<file path="config.mk">
export PLATFORM = sky130hd
export DESIGN_NAME = dom_mul_gf2_scheduler
export DESIGN_NICKNAME = d
export VERILOG_FILES = /design/src/rtl/dom_sched_pkg.sv /design/src/rtl/dom_rr_arbiter.sv /design/src/rtl/dom_mul_gf2_scheduler.sv
export SDC_FILE = /design/constraint.sdc
export NUM_CORES = 1
export LEC_CHECK = 0
export CORE_ASPECT_RATIO = 1.75
export CORE_MARGIN = 1.5
export CORE_UTILIZATION = 47
export CTS_BUF_LIST = sky130_fd_sc_hd__clkbuf_16
export DETAILED_ROUTE_END_ITERATION = 16
export MAX_ROUTING_LAYER = met4
export PLACE_DENSITY_LB_ADDON = 0.2
export SYNTH_ARGS = -nofsm -noshare
export SYNTH_HDL_FRONTEND = slang
export SYNTH_SLANG_ARGS = --single-unit
</file>
<file path="constraint.sdc">
create_clock -name ClkxCI -period 5 [get_ports ClkxCI]
set_input_delay 1 -clock ClkxCI [delete_from_list [all_inputs] [get_ports ClkxCI]]
set_output_delay 1 -clock ClkxCI [all_outputs]
set_load 0.01 [all_outputs]
</file>
<file path="src/rtl/dom_sched_pkg.sv">
// Shared definitions for the DOM GF(2^2) multiplier scheduler.
//   share_w : bits per shared GF(2^2) element (2 bits per share)
//   idw     : requester-ID width for a given requester count
//   tag_t   : in-flight tag (valid + requester ID), sized for up to 8 requesters
package dom_sched_pkg;

    localparam int MAX_IDW = 3;

    function automatic int share_w(input int shares);
        return 2 * shares;
    endfunction

    function automatic int idw(input int n);
        return (n <= 2) ? 1 : $clog2(n);
    endfunction

    typedef struct packed {
        logic               vld;
        logic [MAX_IDW-1:0] id;
    } tag_t;

endpackage

</file>
<file path="src/rtl/dom_rr_arbiter.sv">
// Round-robin arbiter. Search starts at the pointer; the pointer moves to
// grant+1 only when the caller reports that the grant was taken (advance).
//   ClkxCI, RstxBI : clock, async active-low reset
//   req            : request vector
//   advance        : grant accepted this cycle
//   gnt, gnt_id    : one-hot grant and its index (valid when any=1)
//   any            : at least one request present
module dom_rr_arbiter #(
    parameter int NREQ = 4,
    parameter int IDW  = 2
) (
    input  logic            ClkxCI,
    input  logic            RstxBI,
    input  logic [NREQ-1:0] req,
    input  logic            advance,
    output logic [NREQ-1:0] gnt,
    output logic [IDW-1:0]  gnt_id,
    output logic            any
);

    logic [IDW-1:0] ptr;

    function automatic logic [IDW-1:0] wrap(input int v);
        return IDW'(v % NREQ);
    endfunction

    always_comb begin
        any    = 1'b0;
        gnt_id = '0;
        for (int i = 0; i < NREQ; i++) begin
            if (!any && req[wrap(int'(ptr) + i)]) begin
                any    = 1'b1;
                gnt_id = wrap(int'(ptr) + i);
            end
        end
        gnt = any ? (NREQ'(1) << gnt_id) : '0;
    end

    always_ff @(posedge ClkxCI or negedge RstxBI) begin
        if (!RstxBI)      ptr <= '0;
        else if (advance) ptr <= wrap(int'(gnt_id) + 1);
    end

endmodule

</file>
<file path="src/rtl/dom_mul_gf2_scheduler.sv">
// Time-multiplexes one pipelined DOM GF(2^2) multiplier between NREQ masked
// requesters, pairing each issue with one fresh randomness word and returning
// products in issue order through a credit-protected response FIFO.
//   ClkxCI, RstxBI          : clock, async active-low reset
//   ReqValidxSI/ReqReadyxSO : per-requester handshake (ready is the one-hot grant)
//   ReqXxDI, ReqYxDI        : shared operands, requester r at slice r
//   RndValidxSI/RndReadyxSO : randomness handshake; RndZxDI, RndBxDI fresh words
//   Mul{X,Y,Z,B}xDO         : multiplier inputs from the issue register
//   MulQxDI                 : multiplier result, LATENCY cycles after its inputs
//   RspValidxSO/RspReadyxSI : response handshake; RspIdxDO, RspQxDO payload
// Optional: define DOM_SCHED_IDLE_ZERO_EN to load zeros into the issue
// register on idle cycles instead of holding the last issued values.
module dom_mul_gf2_scheduler
    import dom_sched_pkg::*;
#(
    parameter int SHARES    = 2,
    parameter int NREQ      = 4,
    parameter int LATENCY   = 1,
    parameter int RSP_DEPTH = 2
) (
    input  logic                               ClkxCI,
    input  logic                               RstxBI,
    input  logic [NREQ-1:0]                    ReqValidxSI,
    output logic [NREQ-1:0]                    ReqReadyxSO,
    input  logic [NREQ*share_w(SHARES)-1:0]    ReqXxDI,
    input  logic [NREQ*share_w(SHARES)-1:0]    ReqYxDI,
    input  logic                               RndValidxSI,
    output logic                               RndReadyxSO,
    input  logic [SHARES*(SHARES-1)-1:0]       RndZxDI,
    input  logic [share_w(SHARES)-1:0]         RndBxDI,
    output logic [share_w(SHARES)-1:0]         MulXxDO,
    output logic [share_w(SHARES)-1:0]         MulYxDO,
    output logic [SHARES*(SHARES-1)-1:0]       MulZxDO,
    output logic [share_w(SHARES)-1:0]         MulBxDO,
    input  logic [share_w(SHARES)-1:0]         MulQxDI,
    output logic                               RspValidxSO,
    input  logic                               RspReadyxSI,
    output logic [idw(NREQ)-1:0]               RspIdxDO,
    output logic [share_w(SHARES)-1:0]         RspQxDO
);

    localparam int SW  = share_w(SHARES);
    localparam int ZW  = SHARES * (SHARES - 1);
    localparam int IDW = idw(NREQ);
    localparam int CW  = $clog2(RSP_DEPTH + 1);
    localparam int PW  = idw(RSP_DEPTH);

    logic [NREQ-1:0] gnt;
    logic [IDW-1:0]  gnt_id;
    logic            any_req;
    logic [CW-1:0]   credits;
    logic            issue;

    // Credits count free FIFO slots not yet claimed by in-flight operations,
    // so every multiplier result has a guaranteed place to land.
    assign issue = RstxBI & any_req & RndValidxSI & (credits != '0);

    dom_rr_arbiter #(.NREQ(NREQ), .IDW(IDW)) u_arb (
        .ClkxCI  (ClkxCI),
        .RstxBI  (RstxBI),
        .req     (ReqValidxSI),
        .advance (issue),
        .gnt     (gnt),
        .gnt_id  (gnt_id),
        .any     (any_req)
    );

    assign ReqReadyxSO = issue ? gnt : '0;
    assign RndReadyxSO = issue;

    // Issue register: operands and randomness enter the multiplier together.
    logic [SW-1:0] x_q, y_q, b_q;
    logic [ZW-1:0] z_q;

    always_ff @(posedge ClkxCI or negedge RstxBI) begin
        if (!RstxBI) begin
            x_q <= '0;
            y_q <= '0;
            z_q <= '0;
            b_q <= '0;
        end else if (issue) begin
            x_q <= ReqXxDI[gnt_id*SW +: SW];
            y_q <= ReqYxDI[gnt_id*SW +: SW];
            z_q <= RndZxDI;
            b_q <= RndBxDI;
        end
`ifdef DOM_SCHED_IDLE_ZERO_EN
        else begin
            x_q <= '0;
            y_q <= '0;
            z_q <= '0;
            b_q <= '0;
        end
`endif
    end

    assign MulXxDO = x_q;
    assign MulYxDO = y_q;
    assign MulZxDO = z_q;
    assign MulBxDO = b_q;

    // Tag pipe: stage k is valid k+1 cycles after issue; the head lines up
    // with the multiplier result.
    tag_t tag_pipe [LATENCY:0];

    always_ff @(posedge ClkxCI or negedge RstxBI) begin
        if (!RstxBI) begin
            for (int i = 0; i <= LATENCY; i++) tag_pipe[i] <= '0;
        end else begin
            tag_pipe[0] <= '{vld: issue, id: MAX_IDW'(gnt_id)};
            for (int i = 1; i <= LATENCY; i++) tag_pipe[i] <= tag_pipe[i-1];
        end
    end

    logic unused_tag_bits;
    assign unused_tag_bits = ^tag_pipe[LATENCY].id;

    // Response FIFO
    logic [SW-1:0]  buf_q  [RSP_DEPTH];
    logic [IDW-1:0] buf_id [RSP_DEPTH];
    logic [PW-1:0]  rd_ptr, wr_ptr;
    logic [CW-1:0]  cnt;
    logic           wr, pop;

    function automatic logic [PW-1:0] next_ptr(input logic [PW-1:0] p);
        return (p == PW'(RSP_DEPTH - 1)) ? '0 : p + PW'(1);
    endfunction

    assign wr  = tag_pipe[LATENCY].vld;
    assign pop = (cnt != '0) & RspReadyxSI;

    always_ff @(posedge ClkxCI or negedge RstxBI) begin
        if (!RstxBI) begin
            for (int i = 0; i < RSP_DEPTH; i++) begin
                buf_q[i]  <= '0;
                buf_id[i] <= '0;
            end
            rd_ptr  <= '0;
            wr_ptr  <= '0;
            cnt     <= '0;
            credits <= CW'(RSP_DEPTH);
        end else begin
            if (wr) begin
                buf_q[wr_ptr]  <= MulQxDI;
                buf_id[wr_ptr] <= tag_pipe[LATENCY].id[IDW-1:0];
                wr_ptr         <= next_ptr(wr_ptr);
            end
            if (pop) rd_ptr <= next_ptr(rd_ptr);
            cnt     <= cnt + CW'(wr) - CW'(pop);
            credits <= credits - CW'(issue) + CW'(pop);
        end
    end

    assign RspValidxSO = (cnt != '0);
    assign RspIdxDO    = buf_id[rd_ptr];
    assign RspQxDO     = buf_q[rd_ptr];

endmodule

</file>
==> impl_summary.md, run 1 <==
Logic synthesis
Synthesis produced 170 cells. Counting flops with an async set or reset pin after synthesis yields a share of 100%. The number of enable flip-flop cells after synthesis is 0. Summing every instance area after synthesis gives 2010 um^2.

Among all flip-flop cells after synthesis, the most frequent one is dfrtp_1. The number of unique standard cell types used by synthesis is 31. After synthesis the netlist holds a flip-flop and latch count of 40.

During synthesis, Yosys emitted a total of 0 warnings. The cell taking the most area after synthesis is dfrtp_1. Sequential cells were found to cover 49.8% of the synthesized design area. The share of the synthesized area in the top cell type is 48.5%. Ranked by total cell area, the synthesized netlist is headed by dfrtp_1, mux2_2, mux2i_1. The synthesized net count is 228.

Each instance of the synthesized netlist takes up on average 11.8 um^2.

STA
Adding up every negative setup slack in the final design gives 0 ns. The final-report max-slew violation count is 0. Setup violations remaining at the end of the flow were counted as 0. The post-route clock skew is 0.00164 ns. At the pin with the least slew margin, the transition time is 0.498 ns. Setup repair after global routing left no endpoint under its margin. For the finished layout, the period the worst path requires is 4.04 ns. The hold violation count in the final report was 0. For this run, the top clock speed supported by timing is 247 MHz. The worst pin sits at a relative slew slack of 66.7%. The final critical path takes up 80.8% of the cycle.

Clock network
The total of cells resized after clock tree synthesis is 0. The buffer depth of the longest clock path is 2. The clock sink count is 40. At the later pin of the worst-skew pair, clock insertion delay measures 0.27 ns. Once the clock tree was built, the setup fixing pass inserted 0 buffers. The root cell of the clock tree is clkbuf_16. The H-tree was split into 2 levels.

Hold repair after CTS inserted 0 buffers. Buffers inserted during clock tree synthesis total 5. TritonCTS built the clock tree. The register clock-pin slew on the reported worst setup and hold paths is 0.05 ns.

Worst setup path
The critical path ends at ReqReadyxSO[0]. The launch instance of the worst register-to-register path is u_arb.ptr[1]. The required time reported for the critical path endpoint is 4.00 ns. STA classifies the critical path startpoint as a primary input. The critical register-to-register path endpoint is MulYxDO[2]. The arrival time reported for the critical path endpoint is 3.04 ns. The kind of critical path is primary input to output port. The largest fanout of any net on the critical path is 12. The worst setup path is captured at an output port. The critical path launch point is ReqValidxSI[0]. The worst reg-to-reg path cell count is 6.

Setup slack on the worst reg-to-reg path comes out at 2.94 ns.

Floorplan
Row generation in the floorplan step produced 31 rows. The floorplan step defined a die boundary enclosing 4700 um^2. For this configuration, the core starts out at a cell density of 48.9%. For this design the top-level I/O count stands at 76. The core outline area is 4110 um^2. The x dimension of the die is 52.5 um.

The vertical die dimension is 89.6 um.

Run status
The flow ran to the end, and the final reports show no timing, DRC or antenna violations.

Power and ir drop
The part of the total power dissipated in combinational logic is 43.8%. In this run the power density over the cells is 530 nW/um^2. The share of power burned in registers is 37.2%. The clock network burns 19.0% of the power. The switching power is 474 uW. The maximum resistive drop on vdd is 0.326 mV.

The cell internal power dissipation is 1.06 mW. Summed over all cells, the static leakage comes to 1.35 nW. Net switching is 30.9% of the power.

Routing
Using the TritonRoute via totals, the vias-per-cell ratio works out to 5.00. The via count is 1485. The number of DRC markers in iteration 0 is 9. After detailed routing, the number of remaining DRC violations is 0. In this run the remaining antenna-violating nets after routing total 0. The routed length per instance is 13.3 um. The pre-antenna-repair detailed-routing pass consisted of 4 iterations. Wires add up to 3.96 mm.

Cells and area
At the end of the flow, the number of nets in the layout was 305. Cells with a size suffix above 1 make up 15.3% of the layout. From synthesis to final layout, the design area changed by 44.0%.

The number of antenna diodes in the final layout is 0. The total of fill cells in the finished design is 342. The top cell types in the final layout, fill and taps aside, are clkdlybuf4s50_1, dfrtp_1, nand2_1. The commonest non-fill, non-tap cell in the layout is clkdlybuf4s50_1. The core occupancy in the finished layout is 70.5%. The finished cells cover 2900 um^2.

GRT
Global routing consumed, over all layers together, 19.7% of the routing resources. The first global-routing pass estimated 6.66 mm of wire. The number of antenna violations at the first check in global routing was 0. The largest net degree at the start of global routing is 41. Global routing finished with a remaining overflow of 0.

The number of global-route vias before repair is 1548.

Placement
The number of buffers inserted by port buffering is 75. The final weighted congestion of routability-driven global placement is 0.685. The cell area after placement is 2760 um^2. Summed over all nets, the half-perimeter wirelength after detailed placement is 3.07 mm.

Min path
The min-delay analysis places its worst path in the category register to register.

Job
The count of maximum capacitance violations is 0.
## power by group through the flow
stage	registers, mW	clock network [mW]	logic (mW)
6_report	0.572	0.292	0.673
5_1_grt	0.592	0.316	0.749
4_1_cts	0.575	0.302	0.686
3_5_place_dp	0.577	0	0.683
3_3_place_gp	0.571	0	0.668
2_1_floorplan	0.573	0	0.399
## cell families (layout without fill, tap and decap cells)
logic type                 after synthesis  in the layout  share of synthesized area [%]
and+or+nand+nor                         48             48                           11.0
xor gates and xnor gates                 6              6                           2.61
adders and majority gates                8              8                           4.98
AOI/OAI and AO/OA                       16             16                           7.03
buffers and inverters                   17             95                           5.78
muxes                                   35             35                           18.8
DFF                                     40             40                           49.8
## metal layers
| layer | GRT usage [%] | part of all wire, % | up-vias | routed length (um) |
|---|---|---|---|---|
| li1 | - | - | 741 | - |
| met1 | 19.7 | 35 | 686 | 1400 |
| met2 | 36.7 | 59 | 54 | 2320 |
| met3 | 4.18 | 5.2 | 4 | 205 |
| met4 | 6.53 | 0.91 | 0 | 36 |
| met5 | - | 0 | - | 0 |
## cells in the mapped netlist (all sizes together) (2+ instances only)
cell type	number
dfrtp	39
nand2	24
mux2	19
mux2i	16
nor3	16
inv	9
a211o	8
ha	8
buf	7
xnor2	5
and2	4
a21oi	2
## critical path, cell delays in order
cell,delay (ns)
clkdlybuf4s50_1,0.45
a21o_2,0.22
a21oi_1,0.13
o22a_2,0.29
inv_2,0.13
ha_1,0.19
and2_1,0.13
clkdlybuf4s50_1,0.49
## sequential cells by signal (all words and copies together) (netlist names)
register   count
rd_ptr         1
u_arb.ptr      2
wr             1
MulBxDO        4
buf_id         4
MulXxDO        4
MulYxDO        4
cnt            2
wr_ptr         1
credits        2
tag_pipe       5
buf_q          8
MulZxDO        2
## stage by stage
step / cells / total power, mW / worst slack [ns] / hold slack [ns]
6_report: 297 / 1.54 / 0.959 / 0.346
3_3_place_gp: 289 / 1.24 / 0.954 / 0.333
2_1_floorplan: 170 / 0.971 / 1.86 / 0.331
4_1_cts: 297 / 1.56 / 0.940 / 0.346
3_5_place_dp: 289 / 1.26 / 0.936 / 0.335
5_1_grt: 297 / 1.66 / 0.803 / 0.357
## final cells by class
class                           count  area [um^2]  share of cell area [%]
Clock buffer                        5          125                    4.32
Multi-Input combinational cell    113          893                    30.8
Tap cell                           49         61.3                    2.12
Clock inverter                      3         13.8                   0.475
Timing Repair Buffer               78          768                    26.5
Sequential cell                    40         1000                    34.6
Inverter                            9         33.8                    1.17
## worst min-delay path by stage
| stage | to | cells after the start | slack, ns | start |
|---|---|---|---|---|
| floorplan | tag_pipe[4] | 0 | 0.33 | tag_pipe[0] |
| global placement | tag_pipe[5] | 0 | 0.33 | tag_pipe[1] |
| detailed placement | tag_pipe[4] | 0 | 0.33 | tag_pipe[0] |
| CTS | tag_pipe[4] | 0 | 0.35 | tag_pipe[0] |
| global route | wr | 0 | 0.36 | tag_pipe[3] |
| finish | tag_pipe[4] | 0 | 0.35 | tag_pipe[0] |
No activity file was read; power rests on OpenSTA's default activity.
==> run 2, diff against run 1 <==
--- a/config.mk
+++ b/config.mk
@@ -7,7 +7,7 @@
 export LEC_CHECK = 0
 export CORE_ASPECT_RATIO = 1.75
 export CORE_MARGIN = 1.5
-export CORE_UTILIZATION = 47
+export CORE_UTILIZATION = 40
 export CTS_BUF_LIST = sky130_fd_sc_hd__clkbuf_16
 export DETAILED_ROUTE_END_ITERATION = 16
 export MAX_ROUTING_LAYER = met4
==> constraint.sdc (replaced) <==
create_clock -name ClkxCI -period 3.3 [get_ports ClkxCI]
set_input_delay 0.66 -clock ClkxCI [delete_from_list [all_inputs] [get_ports ClkxCI]]
set_output_delay 0.66 -clock ClkxCI [all_outputs]
set_load 0.01 [all_outputs]
==> impl_summary.md, run 2 (synthesis results as in run 1) <==
Cells and area
The final-stage net count is 311 (was 305). The sequential standard cell area came to 1000 um^2 (unchanged). The flip-flop count of the largest register, all copies and words added is 8 (unchanged).

The area growth from synthesis to final layout is 47.4% (was 44.0%). Commonest cells after routing, fill and taps aside: clkdlybuf4s50_1, dfrtp_1, nand2_1 (unchanged). The final instance count without filler cells came to 307 (was 297). The multi-input combinational cell area is 905 um^2 (was 893 um^2). The largest register by flop count is buf_q (unchanged).

The share of post-route cells with drive strength above 1 was 17.0% (was 15.3%). Biggest registers after layout: buf_q (8), tag_pipe (5) (unchanged). The commonest non-fill, non-tap cell in the layout is clkdlybuf4s50_1 (unchanged). The total of fill cells in the finished design is 414 (was 342).

The antenna cell count came to 0 (unchanged).

Clock network
The number of CTS-inserted buffers was 5 (unchanged). The clock tree from TritonCTS was done (unchanged). The clock sink count came to 40 (unchanged). The number of H-tree levels was 2 (unchanged). The register clock-pin slew on the reported worst setup and hold paths is 0.05 ns (about the same). The buffer depth of the longest clock path is 2 (unchanged). The root cell of the clock tree is clkbuf_16 (unchanged).

The clock insertion delay at the later pin of the skew report is 0.28 ns (was 0.27 ns). The number of hold buffers added after CTS is 0 (unchanged).

Power and ir drop
The power density of the placed cells is 802 nW/um^2 (was 530 nW/um^2). The maximum resistive drop on vdd is 0.647 mV (was 0.326 mV). The total chip power is 2.38 mW (was 1.54 mW). The reported leakage power is 1.43 nW (was 1.35 nW).

Worst setup path
The startpoint kind of the worst setup timing path is a primary input (unchanged). The worst stage delay on the critical path came to 0.54 ns (was 0.49 ns). The kind of critical path is primary input to output port (unchanged).

The dominant delay contributor by cell family on the critical path is buffers and inverters (unchanged). CP Cell Sequence: clkdlybuf4s50_1, or4_1, o2111ai_2, inv_2, and2_1, clkdlybuf4s50_1 (was clkdlybuf4s50_1, a21o_2, a21oi_1, o22a_2, inv_2, ha_1, and2_1, clkdlybuf4s50_1). The arrival time reported for the critical path endpoint is 2.48 ns (was 3.04 ns). The endpoint type of the worst setup path is an output port (unchanged). The largest fanout of any net on the critical path is 6 (was 12). The buffers plus inverters on the worst setup path came to 3 (unchanged). The cell at the slowest stage of the critical path was or4_1 (was clkdlybuf4s50_1). The cell type with the highest occurrence count on the critical path was clkdlybuf4s50_1 (unchanged). The required time reported for the critical path endpoint was 2.64 ns (was 4.00 ns).

STA
After layout, the worst path uses 95.1% of the clock period. The final-report max-slew violation count was 0 (unchanged). Unrepaired setup endpoints after global routing: no (unchanged). For this run, the top clock speed supported by timing is 319 MHz. The total of endpoints with negative setup slack in the final report is 0 (unchanged).

The measured slew at the worst slew-check pin is 0.538 ns (was 0.498 ns). The post-route clock skew is 0.00237 ns (was 0.00164 ns). The worst slew margin relative to its limit is 64.0% (was 66.7%).

The hold violation count in the final report is 0 (unchanged). Subtracting the final worst setup slack from the clock period gives 3.14 ns. The final sum of negative setup slack is 0 ns (unchanged).

Routing
The post-route DRC violation count is 0 (unchanged). The detailed-router iteration count before antenna repair is 4 (unchanged). The detail-routed via count per cell was 5.06 (was 5.00).

The antenna violation net count after detailed routing is 0 (unchanged). The overall routed net length is 4.21 mm (was 3.96 mm). The via count is 1553 (was 1485). The number of DRC markers in iteration 0 is 18 (was 9). The routed length per instance is 13.7 um (was 13.3 um).

Placement
The number of buffers inserted by port buffering was 75 (unchanged). The final weighted congestion of routability-driven global placement is 0.732 (was 0.685). The cell total after placement was 299 (was 289). The post-detailed-placement half-perimeter wirelength is 3.23 mm (was 3.07 mm).

Floorplan
The core outline area is 4890 um^2 (was 4110 um^2). The number of placement rows is 34 (was 31). The total die area is 5480 um^2 (was 4700 um^2). The starting density of the core is 41.1% (was 48.9%). The x dimension of the die is 56.6 um (was 52.5 um). The vertical die dimension is 96.8 um (was 89.6 um).

The count of boundary I/O pins is 76 (unchanged).

GRT
The all-layer global routing usage is 17.5% (was 19.7%). The largest net degree at the start of global routing is 41 (unchanged). The wire length of the first global-routing pass is 7.40 mm (was 6.66 mm). The overall overflow remaining after global route came to 0 (unchanged).

The number of global-route vias before repair is 1620 (was 1548). The number of antenna violations at the first check in global routing is 0 (unchanged).

Run status
Run status: completed (unchanged).

Job
The count of maximum capacitance violations is 0 (unchanged).

Min path
The type of the tightest min-delay check was register to register (unchanged).
-- run 2: cell type report --
type,instances,area share [%]
Tap cell,54,2.28
Inverter,9,1.14
Clock buffer,5,4.22
Multi-Input combinational cell,113,30.5
Clock inverter,2,0.295
Timing Repair Buffer,84,27.8
Sequential cell,40,33.8
-- run 2: through the flow --
stage / worst slack [ns] / util (%) / cell area, um^2 / hold slack, ns
6_report: 0.163 / 60.6 / 2970 / 0.345
4_1_cts: 0.00557 / 60.0 / 2940 / 0.348
3_5_place_dp: 0.0111 / 57.3 / 2800 / 0.335
5_1_grt: 0.0935 / 60.6 / 2970 / 0.355
2_1_floorplan: 0.820 / - / 2010 / 0.331
3_3_place_gp: 0.0709 / 57.3 / 2800 / 0.334
-- run 2: metal layers --
metal  global-route usage [%]  wire length [um]
met1                     19.2              1590
met2                     30.9              2300
met4                     6.04                73
met5                        -                 0
met3                     3.34               239
-- run 2: where the power goes --
part	switching, mW	leakage, nW	total (mW)	internal [mW]
combinational	0.423	0.868	1.07	0.645
sequential	0.141	0.486	0.865	0.724
clock	0.175	0.0709	0.446	0.271
-- run 2: final timing paths --
kind	from	end	slack, ns	cells after the start
worst max-delay path	ReqValidxSI[2]	ReqReadyxSO[1]	0.16	6
worst min-delay path	tag_pipe[3]	wr	0.35	0
worst max register to register	u_arb.ptr[1]	MulXxDO[1]	1.30	6
worst min register to register	tag_pipe[3]	wr	0.35	0
max in group asynchronous	RstxBI	credits[1]	2.48	2
min in group asynchronous	RstxBI	cnt[0]	0.47	2
-- run 2: timing repair --
action | 4_1_cts | 5_1_grt
resized for setup | 0 | 6
setup buffers | 0 | 1
hold endpoints to repair | 0 | 0
setup endpoints to repair | 0 | 4
==> run 3, diff against run 2 <==
--- a/config.mk
+++ b/config.mk
@@ -5,8 +5,7 @@
 export SDC_FILE = /design/constraint.sdc
 export NUM_CORES = 1
 export LEC_CHECK = 0
-export CORE_ASPECT_RATIO = 1.75
-export CORE_MARGIN = 1.5
+export CAP_MARGIN = 10
 export CORE_UTILIZATION = 40
 export CTS_BUF_LIST = sky130_fd_sc_hd__clkbuf_16
 export DETAILED_ROUTE_END_ITERATION = 16
==> impl_summary.md, run 3 (synthesis results as in run 1) <==
Clock network
The clock tree from TritonCTS is done (unchanged). The buffer depth of the longest clock path came to 2 (unchanged). The number of H-tree levels is 2 (unchanged). The number of CTS-inserted buffers is 5 (unchanged). The clock sink count was 40 (unchanged). The register clock-pin slew on the reported worst setup and hold paths is 0.05 ns (about the same). The root cell of the clock tree is clkbuf_16 (unchanged).

The clock insertion delay at the later pin of the skew report was 0.27 ns (was 0.28 ns).

Power and ir drop
The maximum resistive drop on vdd is 0.282 mV (was 0.647 mV). The part of the total power dissipated in combinational logic is 45.1% (was 44.9%). The reported leakage power is 1.43 nW (about the same).

The power density of the placed cells came to 789 nW/um^2 (was 802 nW/um^2). The clock group share of total power is 18.3% (was 18.8%). The switching portion of total power was 30.2% (was 31.1%). The share of power burned in registers is 36.6% (was 36.4%). The cell internal power dissipation was 1.64 mW (about the same). The switching power is 712 uW (was 740 uW). The total chip power is 2.36 mW (was 2.38 mW).

Routing
The overall routed net length is 3.92 mm (was 4.21 mm). The antenna violation net count after detailed routing came to 0 (unchanged). The routed length per instance came to 12.1 um (was 13.7 um). The detailed-router iteration count before antenna repair is 4 (unchanged). The detail-routed via count per cell is 4.71 (was 5.06). The via count is 1521 (was 1553). The number of DRC markers in iteration 0 is 70 (was 18).

The post-route DRC violation count is 0 (unchanged).

Floorplan
The count of boundary I/O pins is 76 (unchanged). The core outline area was 4790 um^2 (was 4890 um^2). The vertical die dimension is 72.9 um (was 96.8 um).

The total die area is 5320 um^2 (was 5480 um^2). The starting density of the core is 42.0% (was 41.1%). The number of placement rows is 25 (was 34). The x dimension of the die came to 72.9 um (was 56.6 um).

Cells and area
The final-stage net count is 313 (was 311). The core occupancy in the finished layout is 62.4% (was 60.6%). The final instance count without filler cells was 323 (was 307). The flip-flop count of the largest register, all copies and words added is 8 (unchanged). The largest register by flop count was buf_q (unchanged).

The total of fill cells in the finished design is 405 (was 414). Commonest cells after routing, fill and taps aside: clkdlybuf4s50_1, dfrtp_1, nand2_1 (unchanged). The commonest non-fill, non-tap cell in the layout is clkdlybuf4s50_1 (unchanged). Biggest registers after layout: buf_q (8), tag_pipe (5) (unchanged).

The share of post-route cells with drive strength above 1 is 17.6% (was 17.0%). The area growth from synthesis to final layout is 48.4% (was 47.4%). The antenna cell count is 0 (unchanged).

GRT
The number of antenna violations at the first check in global routing is 0 (unchanged). The largest net degree at the start of global routing came to 41 (unchanged). The all-layer global routing usage is 16.8% (was 17.5%). The wire length of the first global-routing pass is 6.61 mm (was 7.40 mm).

The number of global-route vias before repair is 1486 (was 1620). The overall overflow remaining after global route is 0 (unchanged).

Worst setup path
The largest fanout of any net on the critical path is 5 (was 6). The critical register-to-register path endpoint is MulXxDO[2] (was MulXxDO[1]). The startpoint kind of the worst setup timing path is a primary input (unchanged). The worst-case register-to-register setup slack is 1.19 ns (was 1.30 ns). The cell type with the highest occurrence count on the critical path is clkdlybuf4s50_1 (unchanged). The kind of critical path is primary input to output port (unchanged). The endpoint type of the worst setup path is an output port (unchanged). The dominant delay contributor by cell family on the critical path is buffers and inverters (unchanged). The worst stage delay on the critical path is 0.53 ns (was 0.54 ns). CP Cell Sequence: clkdlybuf4s50_1, or3b_1, o221ai_2, inv_2, ha_1, and2_1, clkdlybuf4s50_1 (was clkdlybuf4s50_1, or4_1, o2111ai_2, inv_2, and2_1, clkdlybuf4s50_1).

The required time reported for the critical path endpoint is 2.64 ns (about the same). The worst reg-to-reg path cell count is 8 (was 6). The arrival time reported for the critical path endpoint is 2.55 ns (was 2.48 ns). The cell at the slowest stage of the critical path is clkdlybuf4s50_1 (was or4_1). The launch instance of the worst register-to-register path is u_arb.ptr[1] (unchanged). The buffers plus inverters on the worst setup path is 3 (unchanged).

STA
The measured slew at the worst slew-check pin came to 0.545 ns (was 0.538 ns). The share of the clock period used by the worst path was 97.2% (was 95.1%). The hold violation count in the final report is 0 (unchanged). The worst slew margin relative to its limit is 63.6% (was 64.0%).

The maximum clock rate came to 312 MHz (was 319 MHz). The final sum of negative setup slack is 0 ns (unchanged). Unrepaired setup endpoints after global routing: no (unchanged). The total of endpoints with negative setup slack in the final report was 0 (unchanged). The final-report max-slew violation count is 0 (unchanged). The clock period minus final worst setup slack is 3.21 ns (was 3.14 ns). The post-route clock skew is 0.00356 ns (was 0.00237 ns). The worst slack on hold paths came to 0.350 ns (was 0.345 ns).

Min path
The type of the tightest min-delay check is register to register (unchanged). The launch point of the worst hold path was tag_pipe[3] (unchanged). The destination of the worst hold path is wr (unchanged). The number of stages on the worst hold path is 0 (unchanged).

Placement
The final weighted congestion of routability-driven global placement is 0.770 (was 0.732). The post-detailed-placement half-perimeter wirelength came to 3.02 mm (was 3.23 mm). The cell total after placement is 312 (was 299).

The number of buffers inserted by port buffering is 75 (unchanged).

Run status
Run status: completed (unchanged).

Job
The count of maximum capacitance violations is 0 (unchanged).
-- run 3: cell count changes in the layout (fill, tap and decap cells not counted) --
cell	before	now
buf_4	9	11
a21boi_0	0	1
a21boi_1	1	0
clkdlybuf4s50_1	70	71
clkinv_1	0	1
clkinv_2	1	0
dlymetal6s2s_1	4	3
inv_2	2	3
o221ai_2	0	1
o221ai_4	1	0
-- run 3: layer usage --
| layer | vias up | part of all wire (%) | GRT usage, % |
|---|---|---|---|
| met1 | 701 | 44 | 19.9 |
| met5 | - | 0 | - |
| met2 | 51 | 49 | 27.7 |
| met3 | 6 | 5.4 | 4.70 |
| li1 | 763 | - | - |
| met4 | 0 | 1.5 | 5.66 |
-- run 3: worst max path at each step --
stage,start,end,depth (start not counted),slack (ns)
4_1_cts,ReqValidxSI[1],ReqReadyxSO[2],7,0.04
5_1_grt,ReqValidxSI[0],ReqReadyxSO[1],8,0.01
6_report,ReqValidxSI[0],ReqReadyxSO[3],7,0.09
3_5_place_dp,ReqValidxSI[1],ReqReadyxSO[2],7,0.05
2_1_floorplan,ReqValidxSI[2],credits[1],9,0.82
3_3_place_gp,ReqValidxSI[0],ReqReadyxSO[2],7,0.08
-- run 3: timing repair --
| item | in CTS | in global routing |
|---|---|---|
| buffers inserted | 0 | 3 |
| hold buffers | 0 | 0 |
| gates resized for setup | 0 | 4 |
| setup endpoints to repair | 0 | 4 |
-- run 3: power by group through the flow --
stage	registers [mW]	logic, mW	clock network, mW
2_1_floorplan	0.868	0.604	0
3_3_place_gp	0.867	1.05	0
3_5_place_dp	0.872	1.06	0
4_1_cts	0.864	1.06	0.449
5_1_grt	0.890	1.17	0.476
6_report	0.862	1.06	0.432
-- run 3: layout make-up --
class / instances / area [um^2] / share of cell area (%)
Tap cell: 67 / 83.8 / 2.81
Inverter: 9 / 33.8 / 1.13
Sequential cell: 40 / 1000 / 33.6
Multi-Input combinational cell: 113 / 893 / 29.9
Clock inverter: 3 / 11.3 / 0.377
Clock buffer: 5 / 125 / 4.19
Timing Repair Buffer: 86 / 836 / 28.0
-- run 3: metrics by stage --
| step | worst slack (ns) | cell area [um^2] |
|---|---|---|
| after detailed placement | 0.0464 | 2820 |
| after CTS | 0.0428 | 2960 |
| final | 0.0923 | 2990 |
| after floorplan | 0.820 | 2010 |
| after global placement | 0.0849 | 2820 |
| after global routing | 0.0139 | 2990 |
